$ cat src/rtl/mem_arbiter_ctrl.sv
// Two-port (instruction fetch / data load-store) arbiter onto one shared memory bus,
// with starvation guard for fetch. Optional bus-wait abort enabled by MEMCTRL_TIMEOUT_EN.
module mem_arbiter_ctrl #(
    parameter int ADDR_W         = 32,
    parameter int DATA_W         = 32,
    parameter int STARVE_LIMIT   = 4,
    parameter int TIMEOUT_CYCLES = 16
) (
    input  logic                  clk,
    input  logic                  rst,
    input  logic                  instr_req,
    input  logic [ADDR_W-1:0]     instr_addr,
    output logic                  instr_ack,
    output logic [DATA_W-1:0]     instr_rdata,
    input  logic                  data_read,
    input  logic                  data_write,
    input  logic [ADDR_W-1:0]     data_addr,
    input  logic [DATA_W-1:0]     data_wdata,
    input  logic [DATA_W/8-1:0]   data_be,
    output logic                  data_ack,
    output logic [DATA_W-1:0]     data_rdata,
    output logic                  err,
    output logic [ADDR_W-1:0]     bus_addr,
    output logic [DATA_W-1:0]     bus_wdata,
    output logic [DATA_W/8-1:0]   bus_be,
    output logic                  bus_read,
    output logic                  bus_write,
    input  logic                  bus_busy,
    input  logic [DATA_W-1:0]     bus_rdata,
    output logic [2:0]            state
);

    localparam int BE_W  = DATA_W / 8;
    localparam int CNT_W = $clog2(STARVE_LIMIT + 1);
    localparam logic [CNT_W-1:0] STARVE_MAX = CNT_W'(STARVE_LIMIT);

    typedef enum logic [2:0] {
        IDLE = 3'd0,
        REQ  = 3'd1,
        WAIT = 3'd2,
        DONE = 3'd3
    } state_t;

    state_t             state_q;
    state_t             state_next;
    logic [CNT_W-1:0]   starve_cnt;
    logic               lat_instr;
    logic               lat_write;
    logic [ADDR_W-1:0]  lat_addr;
    logic [DATA_W-1:0]  lat_wdata;
    logic [BE_W-1:0]    lat_be;
    logic               grant_instr;
    logic               grant_read;
    logic               grant_write;
    logic               grant_any;
    logic               accept;
    logic               abort;
    logic               cmd_active;

`ifdef MEMCTRL_TIMEOUT_EN
    localparam int TMO_W = $clog2(TIMEOUT_CYCLES + 1);
    localparam logic [TMO_W-1:0] TMO_LAST = TMO_W'(TIMEOUT_CYCLES - 1);
    logic [TMO_W-1:0]   tmo_cnt;
    logic               err_q;
`endif

    // Fetch wins only once data has been granted STARVE_LIMIT times in a row over it.
    always_comb begin
        grant_instr = 1'b0;
        grant_read  = 1'b0;
        grant_write = 1'b0;
        if (instr_req && starve_cnt == STARVE_MAX)
            grant_instr = 1'b1;
        else if (data_read)
            grant_read = 1'b1;
        else if (data_write)
            grant_write = 1'b1;
        else if (instr_req)
            grant_instr = 1'b1;
    end

    assign grant_any = grant_instr | grant_read | grant_write;

    always_comb begin
        state_next = state_q;
        accept     = 1'b0;
        abort      = 1'b0;
        case (state_q)
            IDLE: if (grant_any) state_next = REQ;
            REQ: begin
                if (!bus_busy) begin
                    state_next = DONE;
                    accept     = 1'b1;
                end else begin
                    state_next = WAIT;
                end
            end
            WAIT: begin
                if (!bus_busy) begin
                    state_next = DONE;
                    accept     = 1'b1;
                end
`ifdef MEMCTRL_TIMEOUT_EN
                else if (tmo_cnt == TMO_LAST) begin
                    state_next = DONE;
                    abort      = 1'b1;
                end
`endif
            end
            DONE:    state_next = IDLE;
            default: state_next = IDLE;
        endcase
    end

    always_ff @(posedge clk) begin
        if (rst) begin
            state_q     <= IDLE;
            starve_cnt  <= '0;
            lat_instr   <= 1'b0;
            lat_write   <= 1'b0;
            lat_addr    <= '0;
            lat_wdata   <= '0;
            lat_be      <= '0;
            instr_rdata <= '0;
            data_rdata  <= '0;
        end else begin
            state_q <= state_next;
            if (state_q == IDLE && grant_any) begin
                lat_instr <= grant_instr;
                lat_write <= grant_write;
                lat_addr  <= grant_instr ? instr_addr : data_addr;
                lat_wdata <= grant_instr ? '0 : data_wdata;
                lat_be    <= grant_write ? data_be : '1;
                if (grant_instr || !instr_req)
                    starve_cnt <= '0;
                else if (starve_cnt != STARVE_MAX)
                    starve_cnt <= starve_cnt + CNT_W'(1);
            end
            if (accept && !lat_write) begin
                if (lat_instr) instr_rdata <= bus_rdata;
                else           data_rdata  <= bus_rdata;
            end
            if (abort && !lat_write) begin
                if (lat_instr) instr_rdata <= '0;
                else           data_rdata  <= '0;
            end
        end
    end

`ifdef MEMCTRL_TIMEOUT_EN
    // Counts cycles spent in WAIT; err_q marks the DONE cycle of an aborted transfer.
    always_ff @(posedge clk) begin
        if (rst) begin
            tmo_cnt <= '0;
            err_q   <= 1'b0;
        end else begin
            tmo_cnt <= (state_q == WAIT) ? tmo_cnt + TMO_W'(1) : '0;
            err_q   <= abort;
        end
    end
    assign err = (state_q == DONE) && err_q;
`else
    assign err = 1'b0;
`endif

    assign cmd_active = (state_q == REQ) || (state_q == WAIT);
    assign bus_addr   = cmd_active ? lat_addr  : '0;
    assign bus_wdata  = cmd_active ? lat_wdata : '0;
    assign bus_be     = cmd_active ? lat_be    : '0;
    assign bus_read   = cmd_active && !lat_write;
    assign bus_write  = cmd_active && lat_write;
    assign instr_ack  = (state_q == DONE) && lat_instr;
    assign data_ack   = (state_q == DONE) && !lat_instr;
    assign state      = state_q;

endmodule

$ cat config.mk
export PLATFORM = sky130hd
export DESIGN_NAME = mem_arbiter_ctrl
export DESIGN_NICKNAME = d
export VERILOG_FILES = /design/src/rtl/mem_arbiter_ctrl.sv
export SDC_FILE = /design/constraint.sdc
export NUM_CORES = 1
export LEC_CHECK = 0
export ABC_CLOCK_PERIOD_IN_PS = 2000
export CORE_MARGIN = 4
export CORE_UTILIZATION = 44
export CTS_BUF_LIST = sky130_fd_sc_hd__clkbuf_4 sky130_fd_sc_hd__clkbuf_8
export DETAILED_ROUTE_END_ITERATION = 8
export PLACE_DENSITY_LB_ADDON = 0.05
export SKIP_CTS_REPAIR_TIMING = 1
export SLEW_MARGIN = 20
export SYNTH_ARGS = -nofsm -noshare
export SYNTH_HDL_FRONTEND = slang
export SYNTH_SLANG_ARGS = --single-unit
$ cat constraint.sdc
create_clock -name clk -period 2 [get_ports clk]
set_clock_uncertainty 0.15 [all_clocks]
set_input_delay 0.4 -clock clk [delete_from_list [all_inputs] [get_ports clk]]
set_output_delay 0.4 -clock clk [all_outputs]
set_load 0.01 [all_outputs]
==> results.json, run 1 <==
{
  "finalWeightedCongestion": 0.8207,
  "path_clk_slew_ns": 0.08,
  "syn_area_per_cell_um2": 8.513,
  "grt-busiest-layer": "met2",
  "required_ns": 1.45,
  "cp.arrival_ns": 1.72,
  "clkLatencyLatePin_ns": 0.44,
  "post_dp_cell_area_um2": 9547,
  "nFillCells": 1113,
  "fin_nets": 1173,
  "r2r-end": "data_rdata[21]$_SDFFE_PP0P_",
  "fin_cells": 1226,
  "period_share_pct": 113.4,
  "grt_util_met3_pct": 6.430,
  "gr-usage-met1_pct": 27.26,
  "drv_slew": 0,
  "drt-pass1-iter-count": 5,
  "ir_worst_vdd_mv": 0.7084,
  "diodes": 0,
  "portBuffers": 275,
  "crit_path_end_kind": "output pin",
  "grt_pass1_vias": 6591,
  "placed_cells": 1180,
  "fp-row-count": 44,
  "die_w_um": 129.2,
  "async_flop_share_pct": 0,
  "finalHoldViolCount": 0,
  "root_buffer": "clkbuf_8",
  "dieArea_um2": 16690,
  "grt_pass1_wl_mm": 31.89,
  "tritoncts": "yes",
  "grt.total_usage_pct": 23.75,
  "synth_ff_type": "dfxtp_1",
  "core_area_um2": 14480,
  "worst_hold_startpoint": "rst",
  "via_count": 6592,
  "numCtsBuffers": 17,
  "cts.sinks": 139,
  "die_height_um": 129.2,
  "grt_max_degree": 66,
  "yosys.area.top_type_share_pct": 43.07,
  "post-synth-top-count-cell": "dfxtp_1",
  "drive_gt1_share_pct": 27.93,
  "cts-htree-levels": 4,
  "r2r_cells": 8,
  "critPathKind": "flip-flop to output pin",
  "synth_edf_count": 0,
  "ys_top_cells_by_area": "dfxtp_1 (43%), nand2_1 (7.8%), a311oi_2 (7.2%)",
  "reg2reg_slack_ns": -0.12,
  "status": "complete, but fails checks",
  "cts.path.max_buffers": 2,
  "use_met2_pct": 41.80,
  "syn_inst": 759,
  "synth_area_um2": 6461,
  "p_total_w": 0.01208,
  "syn2layout_area_growth_pct": 60.48,
  "violations": "negative setup slack",
  "seq_area_frac_synth_pct": 43.07,
  "hold_depth": 2,
  "drc": 0,
  "p_leak_nw": 4.120,
  "fin_ws_ns": -0.2683,
  "whs_endpoint": "starve_cnt[0]$_SDFFE_PP0P_",
  "viasPerCell": 5.377,
  "antenna_found_initial": 0,
  "max_freq_ghz": 0.4409,
  "yosysTopAreaCell": "dfxtp_1",
  "timing.rr.start": "state[0]$_SDFFE_PP0P_",
  "yosysWarnings": 0,
  "synth_common_cells": "dfxtp_1 (139), nand2_1 (134), a21oi_1 (79), and2_1 (70), nor2_1 (39)",
  "drtIter0Drc": 448,
  "dp_hpwl_mm": 14.56,
  "final_antenna_net_count": 0,
  "final_core_util_pct": 71.61,
  "yosysUniqueCellTypes": 45,
  "rsz0062_at_grt": "yes",
  "drv_cap": 0,
  "setup_viol_count_final": 102,
  "finalInstanceArea_um2": 10370,
  "ioPinCount": 278,
  "cellPowerDensity_nw_per_um2": 1165,
  "grt-ovfl-total": 0,
  "wl_per_cell_um": 18.09,
  "synth-seq-cells": 139,
  "period_minus_slack_ns": 2.268,
  "routed_wl_mm": 22.18,
  "setup_tns_ns": -17.05,
  "hold_class": "primary input to flip-flop",
  "cp-start-kind": "flip-flop",
  "floorplan.initialDensity_pct": 44.62,
  "cp_max_fo": 12
}
[per-stage QoR]
| step | setup WS [ns] | hold WS, ns |
|---|---|---|
| 4_1_cts | -0.7256 | 0.06700 |
| 3_5_place_dp | -0.2230 | 0.2905 |
| 3_3_place_gp | -0.2156 | 0.2851 |
| 2_1_floorplan | 0.05431 | 0.2773 |
| 5_1_grt | -0.3422 | 0.07552 |
| 6_report | -0.2683 | 0.09037 |
[layer usage]
metal,vias to the layer above,share of wire [%]
met5,-,0
met4,0,3.1
met3,50,7.3
met2,261,51
met1,3140,39
li1,3141,-
[cell type report]
type / count / area (um2) / share of cell area (%)
multi-input cells: 541 / 3602 / 34.74
flip-flops and latches: 139 / 2785 / 26.86
repair buffers: 325 / 3288 / 31.71
inverters: 5 / 18.77 / 0.1810
clock inverters: 11 / 167.7 / 1.617
well taps: 184 / 230.2 / 2.220
clock buffers: 21 / 276.5 / 2.667
[worst max-delay path by stage]
| stage | start | to | slack (ns) | cells past startpoint |
|---|---|---|---|---|
| 2_1_floorplan | state[0]$_SDFFE_PP0P_ | bus_read | 0.05 | 5 |
| 3_3_place_gp | state[1]$_SDFFE_PP0P_ | bus_wdata[2] | -0.22 | 5 |
| 3_5_place_dp | state[1]$_SDFFE_PP0P_ | bus_wdata[1] | -0.22 | 5 |
| 4_1_cts | state[1]$_SDFFE_PP0P_ | bus_wdata[1] | -0.73 | 5 |
| 5_1_grt | state[0]$_SDFFE_PP0P_ | bus_read | -0.34 | 6 |
| 6_report | state[0]$_SDFFE_PP0P_ | bus_read | -0.27 | 6 |
[critical path: stages, from the launching register on]
cell and delay (ns):
dfxtp_2 0.34, inv_2 0.05, ha_4 0.30, buf_4 0.14, clkbuf_16 0.16, nor2b_1 0.13
buf_2 0.15
[layout by cell type, fill, tap and decap left out, types with 5 or more instances in the layout]
cell type,n
a311oi_2,31
clkbuf_16,5
dfxtp_1,137
buf_2,29
buf_6,22
o21ai_0,32
clkbuf_2,23
buf_4,22
a21oi_2,39
and2_4,20
and2_1,50
nand2_1,132
nand3_1,32
nand2_4,32
clkdlybuf4s50_1,187
buf_12,20
a21oi_1,60
dlymetal6s2s_1,15
o211ai_1,32
nor2_1,39
clkbuf_8,19
[registers in the layout, indices dropped and copies added (netlist names)]
| name | cells |
|---|---|
| data_rdata | 32 |
| instr_rdata | 32 |
| lat_addr | 32 |
| lat_wdata | 32 |
| lat_be | 4 |
| starve_cnt | 3 |
| state | 2 |
| lat_instr | 1 |
| lat_write | 1 |
[cells by family after synthesis]
group                      count (synthesis)  synth area share (%)
other                                      1               0.05804
AOI/OAI and AO/OA                        209                 24.73
muxes                                      2                0.3098
adders and majority gates                  6                 1.162
and+or+nand+nor                          322                 24.42
buffers and inverters                     80                 6.255
DFF                                      139                 43.07
[report_power, final]
group,switching [W],internal (W)
Clock,0.00107,0.00145
Combinational,0.00283,0.00291
Sequential,0.000434,0.00339
Total,0.00433,0.00775
Power figures use the tool's default switching activity.
==> inputs of run 2 (changes only) <==
Settings changed: PLACE_DENSITY from default to 0.95, PLACE_DENSITY_LB_ADDON 0.05 to default, SKIP_LAST_GASP from default to 1.
==> run 2 against run 1 <==
Compared with the run above: the run still ends with negative setup slack left; routed wire length grew 9.4%; clock power shrank 13%; die area is the same; first-iteration DRC count is 1.6% higher; count of clock-buffer cells in the layout fell by 2; via count up 5.2%; combinational power up 8.6%; sequential power hardly changed; sequential cell count did not move; utilization is 1.6 points higher; largest cell class unchanged; highest routed layer unchanged.
==> results.json, run 2 (synthesis results as in run 1) <==
{
  "status": "complete, but fails checks",
  "violations": "negative setup slack",
  "max_freq_ghz": 0.4526,
  "syn2layout_area_growth_pct": 64.06,
  "fin_ws_ns": -0.2095,
  "fin_nets": 1189,
  "tightest_slew_ns": 0.6310,
  "wl_per_cell_um": 19.54,
  "cts.path.max_buffers": 2,
  "crit_path_end_kind": "output pin",
  "tritoncts": "yes",
  "floorplan.initialDensity_pct": 44.62,
  "finalHoldViolCount": 0,
  "grt_pass1_wl_mm": 33.35,
  "drv_cap": 0,
  "portBuffers": 275,
  "drtIter0Drc": 455,
  "ioPinCount": 278,
  "viasPerCell": 5.582,
  "antenna_found_initial": 0,
  "nFillCells": 975,
  "via_count": 6933,
  "routed_wl_mm": 24.27,
  "final_core_util_pct": 73.21,
  "hold_class": "primary input to flip-flop",
  "worst_hold_startpoint": "rst",
  "grt-ovfl-total": 0,
  "final_antenna_net_count": 0,
  "cts-htree-levels": 4,
  "placed_cells": 1195,
  "r2r_cells": 8,
  "clkLatencyLatePin_ns": 0.44,
  "rsz0062_at_grt": "yes",
  "final_common_cell": "clkdlybuf4s50_1",
  "reg2reg_slack_ns": -0.16,
  "dieArea_um2": 16690,
  "numCtsBuffers": 17,
  "cp.arrival_ns": 1.66,
  "grt.total_usage_pct": 25.11,
  "maxSlewHeadroom_pct": 57.93,
  "core_area_um2": 14480,
  "die_w_um": 129.2,
  "diodes": 0,
  "r2r-end": "data_rdata[4]$_SDFFE_PP0P_",
  "cts.sinks": 139,
  "period_minus_slack_ns": 2.209,
  "register_area_um2": 2786,
  "drv_slew": 0,
  "path_clk_slew_ns": 0.09,
  "cp-start-kind": "flip-flop",
  "setup_viol_count_final": 103,
  "drt-pass1-iter-count": 5,
  "fp-row-count": 44,
  "timing.rr.start": "state[0]$_SDFFE_PP0P_",
  "drive_gt1_share_pct": 30.53,
  "required_ns": 1.45,
  "most-common-layout-cells": "clkdlybuf4s50_1 (199), dfxtp_1 (136), nand2_1 (132)",
  "root_buffer": "clkbuf_8",
  "multi_input_area_um2": 3636,
  "drc": 0,
  "dp_hpwl_mm": 15.86,
  "cp_max_fo": 8,
  "grt_pass1_vias": 6643,
  "critPathKind": "flip-flop to output pin",
  "grt_max_degree": 68,
  "period_share_pct": 110.5,
  "ir_worst_vdd_mv": 0.7503,
  "fin_cells": 1242,
  "p_leak_nw": 4.029,
  "cellPowerDensity_nw_per_um2": 1156,
  "whs_endpoint": "lat_be[3]$_SDFFE_PP0P_",
  "hold_depth": 2,
  "die_height_um": 129.2,
  "finalWeightedCongestion": 0.8636
}
## run 2: changes by cell type in the layout (fill, tap and decap cells not counted), moves of 7 or more
| cell | delta |
|---|---|
| buf_6 | +31 |
| and2_1 | -21 |
| and2_4 | +21 |
| buf_4 | +15 |
| buf_2 | -14 |
| clkbuf_2 | -14 |
| clkdlybuf4s50_1 | +12 |
| dlymetal6s2s_1 | -12 |
| a21oi_1 | +7 |
| a21oi_2 | -7 |
## run 2: layout make-up
| type | instances | share of cell area, % |
|---|---|---|
| inverters | 5 | 0.1771 |
| clock inverters | 13 | 1.121 |
| clock buffers | 19 | 2.408 |
| multi-input cells | 541 | 34.30 |
| flip-flops and latches | 139 | 26.29 |
| well taps | 184 | 2.172 |
| repair buffers | 341 | 33.53 |
## run 2: routing by layer
layer	part of all wire (%)	GRT usage (%)	vias up
met3	9.4	7.502	78
met5	0	0	-
met2	50	43.57	384
met4	4.9	12.66	0
met1	35	27.89	3288
li1	-	-	3183
## run 2: worst max-delay path by stage
stage                     startpoint                   endpoint  slack (ns)
2_1_floorplan  state[0]$_SDFFE_PP0P_                   bus_read        0.05
3_3_place_gp   state[1]$_SDFFE_PP0P_                   bus_read       -0.24
3_5_place_dp               data_read  lat_addr[27]$_SDFFE_PP0P_       -0.27
4_1_cts        state[0]$_SDFFE_PP0P_                  bus_write       -0.74
5_1_grt        state[0]$_SDFFE_PP0P_              bus_wdata[16]       -0.29
6_report       state[0]$_SDFFE_PP0P_              bus_wdata[25]       -0.21
## run 2: stage by stage
step	setup TNS [ns]	power, W	worst slack (ns)	instance area, um2	hold WS, ns
floorplan	0	0.006436	0.05431	6465	0.2773
global placement	-27.38	0.008556	-0.2409	9638	0.2823
detailed placement	-32.27	0.008705	-0.2737	9638	0.2896
CTS	-56.99	0.01088	-0.7372	10010	0.2248
global route	-23.36	0.01291	-0.2865	10600	0.2597
finish	-15.34	0.01226	-0.2095	10600	0.2657
## run 2: critical path, stage by stage (launching register included)
cell and delay, ns:
dfxtp_2 0.34, inv_2 0.05, ha_4 0.31, buf_6 0.13
clkbuf_16 0.14, and2_1 0.12, buf_2 0.13
## run 2: power by group
group	switching, W	total (W)	internal (W)
Clock	0.00114	0.00218	0.00104
Sequential	0.000464	0.00386	0.00339
Combinational	0.00297	0.00622	0.00325
Total	0.00458	0.0123	0.00768
==> inputs of run 3 (changes only) <==
Settings changed: ABC_CLOCK_PERIOD_IN_PS 2000 to 1800, CORE_UTILIZATION 44 to 40, PLACE_DENSITY 0.95 to 0.91, TNS_END_PERCENT from default to 20.
Clock period 2 ns to 1.8 ns, I/O delays scaled along.
==> run 3 against run 2 <==
Compared with the run above: the flow still finishes with violations (negative setup slack); global-route usage down 3.2 points; count of clock-buffer cells in the layout up 1; sequential power up 8.3%; combinational power up 3.4%; first-iteration DRC count down 42%; final area down 3.6%; final cell count up 2.0%; total power up 6.6%; critical path depth up 1; sequential share of layout area up 1.0 points; via count down 4.5%; worst hold slack worse by 0.097 ns; critical endpoint is now bus_wdata[26].
==> results.json, run 3 (synthesis results as in run 1) <==
{
  "cp-start-kind": "flip-flop",
  "setup_viol_count_final": 199,
  "timing.rr.start": "state[1]$_SDFFE_PP0P_",
  "grt_util_met3_pct": 6.706,
  "period_minus_slack_ns": 2.269,
  "r2r_cells": 7,
  "cp_slowest_stage_delay_ns": 0.36,
  "max_freq_ghz": 0.4407,
  "dieArea_um2": 18250,
  "final_core_util_pct": 64.58,
  "grt_max_degree": 43,
  "critPathSlowestCell": "dfxtp_4",
  "numCtsBuffers": 17,
  "floorplan.initialDensity_pct": 40.82,
  "diodes": 0,
  "worst_path_most_repeated_cell": "buf_6",
  "portBuffers": 275,
  "critPathLaunch": "state[1]$_SDFFE_PP0P_",
  "syn2layout_area_growth_pct": 58.19,
  "drt-pass1-iter-count": 5,
  "use_met2_pct": 37.28,
  "p_leak_nw": 4.032,
  "hold_depth": 2,
  "final_common_cell": "clkdlybuf4s50_1",
  "tritoncts": "yes",
  "rsz0062_at_grt": "yes",
  "finalWeightedCongestion": 0.7953,
  "finalInstanceArea_um2": 10220,
  "root_buffer": "clkbuf_8",
  "status": "complete, but fails checks",
  "cts-htree-levels": 4,
  "violations": "negative setup slack",
  "clkLatencyLatePin_ns": 0.43,
  "via_count": 6620,
  "grt-ovfl-total": 0,
  "most-common-layout-cells": "clkdlybuf4s50_1 (202), dfxtp_1 (137), nand2_1 (134)",
  "post_dp_cell_area_um2": 9623,
  "drive_gt1_share_pct": 25.02,
  "drv_slew": 0,
  "drc": 0,
  "ir_worst_vdd_mv": 0.8644,
  "fin_ws_ns": -0.4693,
  "setup_tns_ns": -43.83,
  "cts.sinks": 139,
  "viasPerCell": 5.225,
  "grt_pass1_vias": 6332,
  "nFillCells": 1281,
  "required_ns": 1.29,
  "routed_wl_mm": 22.07,
  "hold_class": "primary input to flip-flop",
  "grt_pass1_wl_mm": 32.10,
  "path_clk_slew_ns": 0.08,
  "drv_cap": 0,
  "wl_per_cell_um": 17.42,
  "cp_max_fo": 6,
  "period_share_pct": 126.1,
  "cp.arrival_ns": 1.76,
  "worstPathCellList": "inv_4 > ha_4 > buf_6 > clkbuf_16 > buf_8 > and2_4 > buf_6",
  "dp_hpwl_mm": 14.88,
  "crit_path_end_kind": "output pin",
  "antenna_found_initial": 0,
  "cellPowerDensity_nw_per_um2": 1278,
  "die_w_um": 135.1,
  "fin_nets": 1182,
  "die_height_um": 135.1,
  "ioPinCount": 278,
  "gr-usage-met1_pct": 25.89,
  "finalHoldViolCount": 0,
  "grt.total_usage_pct": 21.91,
  "critPathKind": "flip-flop to output pin",
  "whs_ns": 0.1686,
  "cts.path.max_buffers": 2,
  "final_antenna_net_count": 0,
  "fp-row-count": 46,
  "drtIter0Drc": 262,
  "worst_hold_startpoint": "rst",
  "core_area_um2": 15830,
  "grt-busiest-layer": "met2"
}
run 3: changes by cell type in the layout (fill, tap and decap cells not counted), moves of 14 or more:
cell            previous run  this run
and2_4                    41        22
and2_1                    29        48
dlymetal6s2s_1             3        17
nand2_2                    0        30
nand2_4                   32         0
buf_6                     53        27
run 3: final timing paths:
| kind | end | slack (ns) |
|---|---|---|
| worst max-delay path | bus_wdata[26] | -0.47 |
| worst min register to register | lat_wdata[14]$_SDFFE_PP0P_ | 0.30 |
| worst min-delay path | lat_wdata[28]$_SDFFE_PP0P_ | 0.17 |
| worst max register to register | data_rdata[1]$_SDFFE_PP0P_ | -0.38 |
run 3: final cells by class:
| class | count | area [um2] | share of cell area (%) |
|---|---|---|---|
| flip-flops and latches | 139 | 2790 | 27.30 |
| clock inverters | 12 | 115.1 | 1.126 |
| clock buffers | 20 | 262.8 | 2.571 |
| repair buffers | 334 | 3410 | 33.36 |
| multi-input cells | 541 | 3349 | 32.77 |
| well taps | 216 | 270.3 | 2.644 |
| inverters | 5 | 23.77 | 0.2326 |
run 3: worst max-delay path: cells and delay by family, from the launching register on:
family	cells	cell delay, ns
adders and majority gates	1	0.31
buffers and inverters	5	0.52
and+or+nand+nor	1	0.13
DFF	1	0.36
run 3: routing by layer:
metal  part of all wire, %  vias up
met1                    40     3126
met4                   2.2        0
met2                    49      298
met5                     0        -
li1                      -     3164
met3                   9.0       32
run 3: through the flow:
step	worst slack, ns	std cells	total power, W
after floorplan	0.005079	760	0.007232
after global placement	-0.3132	1219	0.009550
after detailed placement	-0.3551	1219	0.009681
after CTS	-0.8085	1251	0.01218
after global routing	-0.5494	1267	0.01381
final	-0.4693	1267	0.01306
run 3: power breakdown:
group | internal, W | switching, W | total [W]
clock | 0.00118 | 0.00128 | 0.00246
combinational | 0.00333 | 0.00310 | 0.00643
sequential | 0.00377 | 0.000402 | 0.00418
